## config.mk

```make
export PLATFORM = sky130hd
export DESIGN_NAME = vga_sync_receiver
export DESIGN_NICKNAME = d
export VERILOG_FILES = /design/src/rtl/vga_sync_receiver.sv
export SDC_FILE = /design/constraint.sdc
export NUM_CORES = 1
export LEC_CHECK = 0
export BUFFER_PORTS_ARGS = -buffer_cell sky130_fd_sc_hd__buf_4
export CORE_MARGIN = 2
export CORE_UTILIZATION = 60
export DETAILED_ROUTE_END_ITERATION = 8
export PLACE_DENSITY = 0.85
export SLEW_MARGIN = 0
export SYNTH_ARGS = -nofsm -noshare
export SYNTH_HDL_FRONTEND = slang
export SYNTH_SLANG_ARGS = --single-unit
```

## constraint.sdc

```tcl
create_clock -name dclk -period 7.2 [get_ports dclk]
set_input_delay 0.72 -clock dclk [delete_from_list [all_inputs] [get_ports dclk]]
set_output_delay 0.72 -clock dclk [all_outputs]
set_load 0.05 [all_outputs]
```

## src/rtl/vga_sync_receiver.sv

```systemverilog
// ---------------------------------------------------------------------------
// vga_sync_receiver
//
// Locks onto an incoming VGA timing stream (active-low hsync/vsync plus 4:4:4
// RGB) clocked by the pixel clock. It checks line and frame lengths against
// the expected timing and emits active-area pixels with their coordinates.
//
// Pipeline:
//   stage 1 : hsync, vsync and RGB registered from the pins. All edge
//             detection, counting and error checks run on these values.
//   stage 2 : registered outputs. The pin-to-pix_* latency is 2 dclk.
//
// Coordinate alignment: the stage-1 pixel that carries an hsync falling edge
// is column 0, and the pixel that carries a vsync falling edge is line 0. The
// window test therefore uses the next-state counters (hc_d, vc_d), which are
// the coordinates of the pixel currently held in stage 1.
//
// Ports:
//   dclk            pixel clock; the only clock
//   clr_n           asynchronous active-low reset
//   hsync, vsync    active-low sync from the source
//   red/green/blue  4-bit pixel colour
//   locked          timing lock (state == LOCKED)
//   pix_valid       pix_* hold an active-area pixel
//   pix_x, pix_y    active-area coordinate (hc-HBP, vc-VBP)
//   pix_red/green/blue  captured colour
//   frame_start     1-cycle pulse at each vsync falling edge while locked
//   sync_err        1-cycle pulse on a timing violation (ALIGN/LOCKED only)
//   err_count       saturating count of sync_err pulses
//
// Optional feature, macro VGA_RX_CHECKSUM_EN:
//   frame_sum       mod-2^16 sum of {r,g,b} over the valid pixels of a frame
//   frame_sum_valid pulses with frame_start when frame_sum is updated
// ---------------------------------------------------------------------------
module vga_sync_receiver #(
  parameter int HPIXELS = 800,
  parameter int VLINES  = 521,
  parameter int HBP     = 310,
  parameter int HFP     = 790,
  parameter int VBP     = 31,
  parameter int VFP     = 511
) (
  input  logic        dclk,
  input  logic        clr_n,
  input  logic        hsync,
  input  logic        vsync,
  input  logic [3:0]  red,
  input  logic [3:0]  green,
  input  logic [3:0]  blue,
  output logic        locked,
  output logic        pix_valid,
  output logic [9:0]  pix_x,
  output logic [9:0]  pix_y,
  output logic [3:0]  pix_red,
  output logic [3:0]  pix_green,
  output logic [3:0]  pix_blue,
  output logic        frame_start,
  output logic        sync_err,
  output logic [7:0]  err_count
`ifdef VGA_RX_CHECKSUM_EN
  ,
  output logic [15:0] frame_sum,
  output logic        frame_sum_valid
`endif
);

  // 10-bit copies of the timing parameters keep every compare width-matched.
  localparam logic [9:0] HLAST = 10'(HPIXELS - 1);
  localparam logic [9:0] HTOUT = 10'(HPIXELS);
  localparam logic [9:0] VLAST = 10'(VLINES - 1);
  localparam logic [9:0] HBP_W = 10'(HBP);
  localparam logic [9:0] HFP_W = 10'(HFP);
  localparam logic [9:0] VBP_W = 10'(VBP);
  localparam logic [9:0] VFP_W = 10'(VFP);
  localparam logic [9:0] CMAX  = 10'd1023;

  typedef enum logic [1:0] {
    SEARCH = 2'd0,
    ALIGN  = 2'd1,
    LOCKED = 2'd2
  } state_e;

  // ---------------------------------------------------------------- stage 1
  logic        hs_q, vs_q, hs_prev_q, vs_prev_q;
  logic [11:0] rgb_q;

  always_ff @(posedge dclk or negedge clr_n) begin
    if (!clr_n) begin
      hs_q      <= 1'b1;
      vs_q      <= 1'b1;
      hs_prev_q <= 1'b1;
      vs_prev_q <= 1'b1;
      rgb_q     <= '0;
    end else begin
      hs_q      <= hsync;
      vs_q      <= vsync;
      hs_prev_q <= hs_q;
      vs_prev_q <= vs_q;
      rgb_q     <= {red, green, blue};
    end
  end

  logic hs_fall, vs_fall;
  assign hs_fall = hs_prev_q & ~hs_q;
  assign vs_fall = vs_prev_q & ~vs_q;

  // --------------------------------------------------------------- counters
  logic [9:0] hc_q, hc_d, vc_q, vc_d;

  always_comb begin
    hc_d = (hc_q == CMAX) ? hc_q : hc_q + 10'd1;
    if (hs_fall) hc_d = '0;
    vc_d = vc_q;
    if (hs_fall && vc_q != CMAX) vc_d = vc_q + 10'd1;
    if (vs_fall) vc_d = '0;            // vsync edge wins over the line step
  end

  always_ff @(posedge dclk or negedge clr_n) begin
    if (!clr_n) begin
      hc_q <= '0;
      vc_q <= '0;
    end else begin
      hc_q <= hc_d;
      vc_q <= vc_d;
    end
  end

  // ------------------------------------------------------------ error checks
  // A line ends early/late when the edge arrives with the wrong count; a
  // missing edge is flagged once, on the cycle the count reaches HPIXELS.
  logic line_err, frame_err, err_seen;
  assign line_err  = hs_fall ? (hc_q != HLAST) : (hc_q == HTOUT);
  assign frame_err = vs_fall && (vc_q != VLAST);

  // ------------------------------------------------------------------- FSM
  state_e state_q, state_d;

  always_comb begin
    state_d = state_q;
    case (state_q)
      SEARCH:  if (vs_fall) state_d = ALIGN;
      ALIGN:   if (line_err || frame_err) state_d = SEARCH;
               else if (vs_fall)          state_d = LOCKED;
      LOCKED:  if (line_err || frame_err) state_d = SEARCH;
      default: state_d = SEARCH;
    endcase
  end

  assign err_seen = (line_err || frame_err) && (state_q != SEARCH);

  // frame_start only for edges seen in LOCKED that keep the lock; the edge
  // that completes ALIGN -> LOCKED is not a frame start.
  logic fs_d;
  assign fs_d = vs_fall && (state_q == LOCKED) && (state_d == LOCKED);

  logic       locked_q, sync_err_q, frame_start_q;
  logic [7:0] err_count_q;

  always_ff @(posedge dclk or negedge clr_n) begin
    if (!clr_n) begin
      state_q       <= SEARCH;
      locked_q      <= 1'b0;
      sync_err_q    <= 1'b0;
      err_count_q   <= '0;
      frame_start_q <= 1'b0;
    end else begin
      state_q       <= state_d;
      locked_q      <= (state_d == LOCKED);
      sync_err_q    <= err_seen;
      frame_start_q <= fs_d;
      if (err_seen && err_count_q != 8'hFF) err_count_q <= err_count_q + 8'd1;
    end
  end

  // ---------------------------------------------------------------- stage 2
  logic in_win, pix_en;
  assign in_win = (hc_d >= HBP_W) && (hc_d < HFP_W) &&
                  (vc_d >= VBP_W) && (vc_d < VFP_W);
  assign pix_en = (state_d == LOCKED) && in_win;

  logic        pix_valid_q;
  logic [9:0]  pix_x_q, pix_y_q;
  logic [11:0] pix_rgb_q;

  always_ff @(posedge dclk or negedge clr_n) begin
    if (!clr_n) begin
      pix_valid_q <= 1'b0;
      pix_x_q     <= '0;
      pix_y_q     <= '0;
      pix_rgb_q   <= '0;
    end else begin
      pix_valid_q <= pix_en;
      // Outside the window the last pixel is held.
      if (pix_en) begin
        pix_x_q   <= hc_d - HBP_W;
        pix_y_q   <= vc_d - VBP_W;
        pix_rgb_q <= rgb_q;
      end
    end
  end

  assign locked      = locked_q;
  assign sync_err    = sync_err_q;
  assign err_count   = err_count_q;
  assign frame_start = frame_start_q;
  assign pix_valid   = pix_valid_q;
  assign pix_x       = pix_x_q;
  assign pix_y       = pix_y_q;
  assign pix_red     = pix_rgb_q[11:8];
  assign pix_green   = pix_rgb_q[7:4];
  assign pix_blue    = pix_rgb_q[3:0];

`ifdef VGA_RX_CHECKSUM_EN
  // -------------------------------------------------------- frame checksum
  logic [15:0] acc_q, acc_d, acc_add, sum_q;
  logic        sum_vld_q;

  assign acc_add = pix_en ? {4'h0, rgb_q} : 16'h0000;

  always_comb begin
    acc_d = acc_q + acc_add;
    if (vs_fall) acc_d = '0;
  end

  always_ff @(posedge dclk or negedge clr_n) begin
    if (!clr_n) begin
      acc_q     <= '0;
      sum_q     <= '0;
      sum_vld_q <= 1'b0;
    end else begin
      acc_q     <= acc_d;
      sum_vld_q <= fs_d;
      if (fs_d) sum_q <= acc_q + acc_add;
    end
  end

  assign frame_sum       = sum_q;
  assign frame_sum_valid = sum_vld_q;
`endif

endmodule
```

# After elaboration in Yosys (flattened, before gate mapping)
# Index checks and enable logic that the tools add are counted.
[totals]
wordCells = 61
output_inout_bits = 44
reg_bits = 82
input_bits = 16
[classes]
n_mux = 10
n_reduce_logical = 13
bitwise = 4
magnitude_cmp = 4
eq_ne = 9
n_addsub = 5
[op_table]
columns = ["cell", "count"]
rows = [
  ["$mux W10", 4],
  ["$ne A10 B10 Y1 const B", 3],
  ["$add A10 B1 Y10 const B", 2],
  ["$eq A10 B10 Y1 const B", 2],
  ["$ge A10 B5 Y1 const B", 1],
  ["$ge A10 B9 Y1 const B", 1],
  ["$logic_and A1 B1 Y1", 10],
  ["$lt A10 B10 Y1 const B", 1],
  ["$lt A10 B9 Y1 const B", 1],
  ["$sub A10 B5 Y10 const B", 1],
  ["$sub A10 B9 Y10 const B", 1],
  ["$add A8 B1 Y8 const B", 1],
  ["$mux W2", 4],
  ["$ne A8 B8 Y1 const B", 1],
  ["$pmux W2 S3", 1],
  ["$eq A2 B2 Y1 const B", 2],
  ["$and A1 B1 Y1", 2],
  ["$eq A2 B1 Y1 const B", 1],
  ["$logic_not A2 Y1", 1],
  ["$not A1 Y1", 2],
  ["$reduce_bool A2 Y1", 1],
  ["$logic_or A1 B1 Y1", 1],
  ["$mux W1", 1],
]

# Logic depth before layout (Yosys ltp)
[depth]
depth_word = 9
mapped_depth = 14

# Worst setup path after synthesis
# Ideal clock, no wire load.
[synth_path]
path_kind = "reg-to-reg"
start = "register hc_q[0]"
end = "register pix_rgb_q[0]"
path_buffers = 2
period_less_slack_ns = 3.485
slack_ns = 3.715
t_arrival_ns = 3.360
setup_ns = 0.125
path_stages_with_launch = 15
path_cell_list = "dfrtp_1 -> ha_1 -> and4_4 -> buf_6 -> nand3_1 -> mux2i_1 -> nor2_1 -> ha_1 -> a21boi_0 -> or4b_4 -> a21oi_2 -> o211ai_2 -> a31oi_4 -> buf_12 -> mux2_4"
[synth_via]
elab_chain_cells = 8
elab_cells_between_ends = 18
[synth_rtl]
columns = ["element", "line_no", "source"]
rows = [
  ["from (decl)", "108", "logic [9:0] hc_q, hc_d, vc_q, vc_d;"],
  ["from (signal assigned)", "120", "hc_q <= '0;"],
  ["from (signal assigned)", "123", "hc_q <= hc_d;"],
  ["$add A10 B1 Y10 or $eq A10 B10 Y1 (tied branches)", "111", "hc_d = (hc_q == CMAX) ? hc_q : hc_q + 10'd1;"],
  ["$mux W10 *", "111", ""],
  ["$mux W10 *", "112", "if (hs_fall) hc_d = '0;"],
  ["named net hc_d[1]", "108", ""],
  ["$ge A10 B9 Y1 or $lt A10 B10 Y1 (tied branches)", "177", "assign in_win = (hc_d >= HBP_W) && (hc_d < HFP_W) &&"],
  ["$logic_and A1 B1 Y1 * (2 in a row)", "177", ""],
  ["$logic_and A1 B1 Y1 *", "178", "(vc_d >= VBP_W) && (vc_d < VFP_W);"],
  ["$logic_and A1 B1 Y1 *", "179", "assign pix_en = (state_d == LOCKED) && in_win;"],
  ["to (signal assigned)", "197", "pix_rgb_q <= rgb_q;"],
  ["to (decl)", "183", "logic [11:0] pix_rgb_q;"],
]
# Mark *: on every way through the listed nets, which the timed path passes. The rest lies on a longest branch.
# A chain may end at the register's enable or synchronous reset.

# Worst setup path after layout
[layout_path]
start = "register hc_q[1]"
end = "register pix_x_q[0] (netlist: pix_x[0])"
[layout_via]
elab_chain_cells = 8
elab_cells_between_ends = 19
[layout_rtl]
columns = ["element", "line_no", "source"]
rows = [
  ["$add A10 B1 Y10 or $eq A10 B10 Y1 (tied branches)", "111", ""],
  ["$mux W10 *", "111", ""],
  ["$mux W10 *", "112", ""],
  ["named net hc_d[2]", "108", ""],
  ["$ge A10 B9 Y1 or $lt A10 B10 Y1 (tied branches)", "177", ""],
  ["$logic_and A1 B1 Y1 * (2 in a row)", "177", ""],
  ["$logic_and A1 B1 Y1 *", "178", ""],
  ["$logic_and A1 B1 Y1 *", "179", ""],
  ["to (signal assigned)", "195", "pix_x_q <= hc_d - HBP_W;"],
  ["to (decl)", "182", "logic [9:0] pix_x_q, pix_y_q;"],
]
# Marked as above.

==> run summary <==
Peak supply drop - 0.229 mV
Number of hold-slack violations in the final timing report - 0
Clk pin slew, worst setup/hold paths - 0.09 ns
Fraction of synthesis flops using an asynchronous set or reset pin - 1.00
Synthesized area per cell - 12.0 µm²
CTS Sinks - 82
Kind of critical path - reg -> reg
Vias in the first global route - 2,786
Result of the run - finished, final reports clean
Number of port buffers - 59
Startpoint of the worst register-to-register path - hc_q[1]$_DFF_PN0_
Worst Hold Endpoint - vs_prev_q$_DFF_PN1_
Post-CTS Setup Repair Bufs - 0
Number of antenna violations at the first check in global routing - 0
Number of buffers created by CTS - 9
DRT Wirelength - 8380 µm
Latest clock arrival within the worst-skew pair - 0.36 ns
# setup viols final - 0
Relative contribution of sequential cells to total power - 0.492
Average routed wire per standard cell - 17.6 µm
Number of enable-type register cells in the synthesized netlist - 0
Sequential cell area - 0.00206 mm²
Number of violations of the max-capacitance limit - 0
Total of flip-flops plus latches after synthesis - 82
Met2 usage - 0.380
Share of the clock period used by the worst path - 0.621
Top library cells by usage in the layout, fill and taps aside - sky130_fd_sc_hd__dfrtp_1, sky130_fd_sc_hd__buf_4, sky130_fd_sc_hd__mux2_4
Die width - 85.8 µm
Switching power total - 0.353 mW
Register-to-register setup slack - 2.73 ns
Maximum buffer depth of the clock tree - 2
Arr. time, crit path - 4.70 ns
Distinct cell type count after synthesis - 62
Aggregate global routing overflow - 0
Slew Limit Fails - 0
Kind of end point of the critical path - register
Worst slack on hold paths - 0.384 ns
Main synth FF type - sky130_fd_sc_hd__dfrtp_1
H-Tree Depth - 3
Data required time of the worst path - 7.43 ns
DRC errors left - 0
Nets in the synthesized netlist - 359
Number of detailed-route iterations in the first pass - 7
Count of instances resized after the clock tree is built - 0
Final TNS setup - 0 ns
Worst Clk Skew - 0.0158 ns
Critical path startpoint - hc_q[1]$_DFF_PN0_
Area added between synthesis and finish - 15.8%
Post-detailed-route count of antenna-violating nets - 0
Final HPWL DP - 5670 µm
Detailed-route vias per instance - 6.01
Cell Rows - 29
Reg-to-Reg End - pix_x[0]$_DFFE_PN0P_
Met1 Usage GRT - 0.336
Die area - 0.00736 mm²
Setup repair after global routing missed its margin - no
Number of antenna cells inserted - 0
Fraction of final layout cells sized beyond drive strength 1 - 0.303
Routability cong. - 0.876
Leakage power total - 2.25 nW
Total track usage - 0.244
Vertical extent of the die - 85.8 µm
Number of nets in the layout - 418
Max Clk Rate - 224 MHz
Hold path startpoint - vs_q$_DFF_PN1_
Post-layout instance area - 0.00465 mm²
Dpl cell area - 0.00445 mm²
Cell area power density - 233 mW/mm²
Most common cell after layout, fill and taps aside - sky130_fd_sc_hd__dfrtp_1
Worst-Margin Slew - 1.00 ns
Post-placement worst setup slack - 2.79 ns
Ports - 60
Pin count of the biggest net entering global routing - 83
Initial DRC Count - 315
Hold-fix buffers, CTS - 0
Combinational share of power - 0.196
Net Sw Frac - 0.325
Post-synthesis instance area - 0.00402 mm²
Met3 track utilization from global routing - 0.0597
Highest fanout seen on the critical path - 17
Overall via count from detail_route - 2,865
Clock power frac - 0.312
Kind of launch point of the worst setup path - register
Headroom to the max-slew limit - 0.333
Worst Setup Slack, final - 2.73 ns
Fillers - 437
Post-synthesis cell count - 336
Wire length of the first global-routing pass - 13,800 µm
Internal - 0.731 mW
Worst r2r path cells - 12
Initial Utilization - 0.625
GR peak layer - met2
Sequential cell area fraction in the yosys report - 0.512
Multi-input gate area in the final layout - 0.00178 mm²
Post-layout util - 0.724
Path category of the worst min-delay check - reg -> reg
Final critical-path required period - 4.47 ns
Worst hold path cell count - 0
Placeable core area - 0.00642 mm²
Clock root cell - sky130_fd_sc_hd__clkbuf_8
Clock tree from TritonCTS - built
Warnings from Yosys - 0
## logic make-up after synthesis
family,share of synthesized area
AO/OA/AOI/OAI,0.0910
buffers and inverters,0.0439
adder cells (fa/ha/maj),0.0218
XOR/XNOR,0.0502
flip-flops,0.512
multiplexers,0.126
AND/OR/NAND/NOR,0.155
## layout make-up
| type | instances | share of cell area |
|---|---|---|
| sequential | 82 | 0.442 |
| tap | 77 | 0.0207 |
| multi-input combinational | 226 | 0.383 |
| inverter | 15 | 0.0121 |
| timing repair buffer | 61 | 0.0985 |
| clock buffer | 9 | 0.0266 |
| clock inverter | 7 | 0.0164 |
## power by group through the flow
stage	clock network [mW]	registers, mW	logic [mW]
final	0.338	0.534	0.212
after global routing	0.361	0.538	0.231
after CTS	0.343	0.533	0.212
after detailed placement	0	0.541	0.210
after global placement	0	0.539	0.203
after floorplan	0	0.578	0.101
## worst max path at each step
| stage | slack [ns] | to |
|---|---|---|
| after floorplan | 3.72 | pix_rgb_q[0]$_DFFE_PN0P_ |
| after global placement | 2.97 | pix_x[0]$_DFFE_PN0P_ |
| after detailed placement | 2.79 | pix_x[0]$_DFFE_PN0P_ |
| after CTS | 2.78 | pix_x[0]$_DFFE_PN0P_ |
| after global routing | 2.38 | pix_x[0]$_DFFE_PN0P_ |
| final | 2.73 | pix_x[0]$_DFFE_PN0P_ |
## state kept, by name, indices dropped and copies added (netlist names), 2 cells and up
register,cells
pix_x,10
pix_rgb_q,12
pix_y,10
hc_q,10
state_q,2
err_count,8
rgb_q,12
vc_q,10
## metal layers
metal | vias up | routed length (µm)
met5 | - | 0
met4 | 0 | 123
met3 | 15 | 503
met2 | 115 | 4060
met1 | 1394 | 3690
li1 | 1341 | -
## critical path: stages, from the launching register on
cell and delay, ns:
sky130_fd_sc_hd__dfrtp_1 0.43, sky130_fd_sc_hd__ha_1 0.32, sky130_fd_sc_hd__and4_4 0.31, sky130_fd_sc_hd__nand3_1 0.18, sky130_fd_sc_hd__a31oi_1 0.40, sky130_fd_sc_hd__ha_1 0.30, sky130_fd_sc_hd__a21boi_0 0.20, sky130_fd_sc_hd__or4b_4 0.49
sky130_fd_sc_hd__a21oi_2 0.16, sky130_fd_sc_hd__o211ai_2 0.12, sky130_fd_sc_hd__a31oi_4 0.64, sky130_fd_sc_hd__buf_4 0.43, sky130_fd_sc_hd__mux2_2 0.38
## per-stage QoR
stage | total power [mW] | cells
2_1_floorplan | 0.679 | 336
3_3_place_gp | 0.742 | 461
3_5_place_dp | 0.751 | 461
4_1_cts | 1.09 | 477
5_1_grt | 1.13 | 477
6_report | 1.08 | 477
## synth_stat cells, drive strengths merged (2+ instances only)
master / instances / area [µm²]
clkbuf: 3 / 12.5
dfrtp: 78 / 1950
xnor2: 13 / 114
nand4bb: 2 / 22.5
nand4: 6 / 37.5
dfstp: 4 / 105
mux2i: 5 / 50.1
o22ai: 2 / 12.5
xor2: 10 / 87.6
nor3: 8 / 45.0
a211oi: 4 / 30.0
a21o: 2 / 15.0
o311ai: 2 / 17.5
a21oi: 11 / 58.8
ha: 7 / 87.6
inv: 15 / 56.3
nand2: 18 / 67.6
nor2b: 6 / 37.5
buf: 10 / 108
mux2: 32 / 458
or4: 2 / 15.0
and3: 8 / 50.1
nand4b: 2 / 17.5
and2: 2 / 12.5
and4b: 2 / 20.0
nand3: 16 / 80.1
o21ai: 4 / 20.0
nor2: 20 / 75.1
nand2b: 4 / 25.0
and4: 5 / 46.3
nor4b: 2 / 17.5
nor4: 2 / 12.5
a31oi: 10 / 77.6
Note: power is estimated with default switching activity, not from simulation.
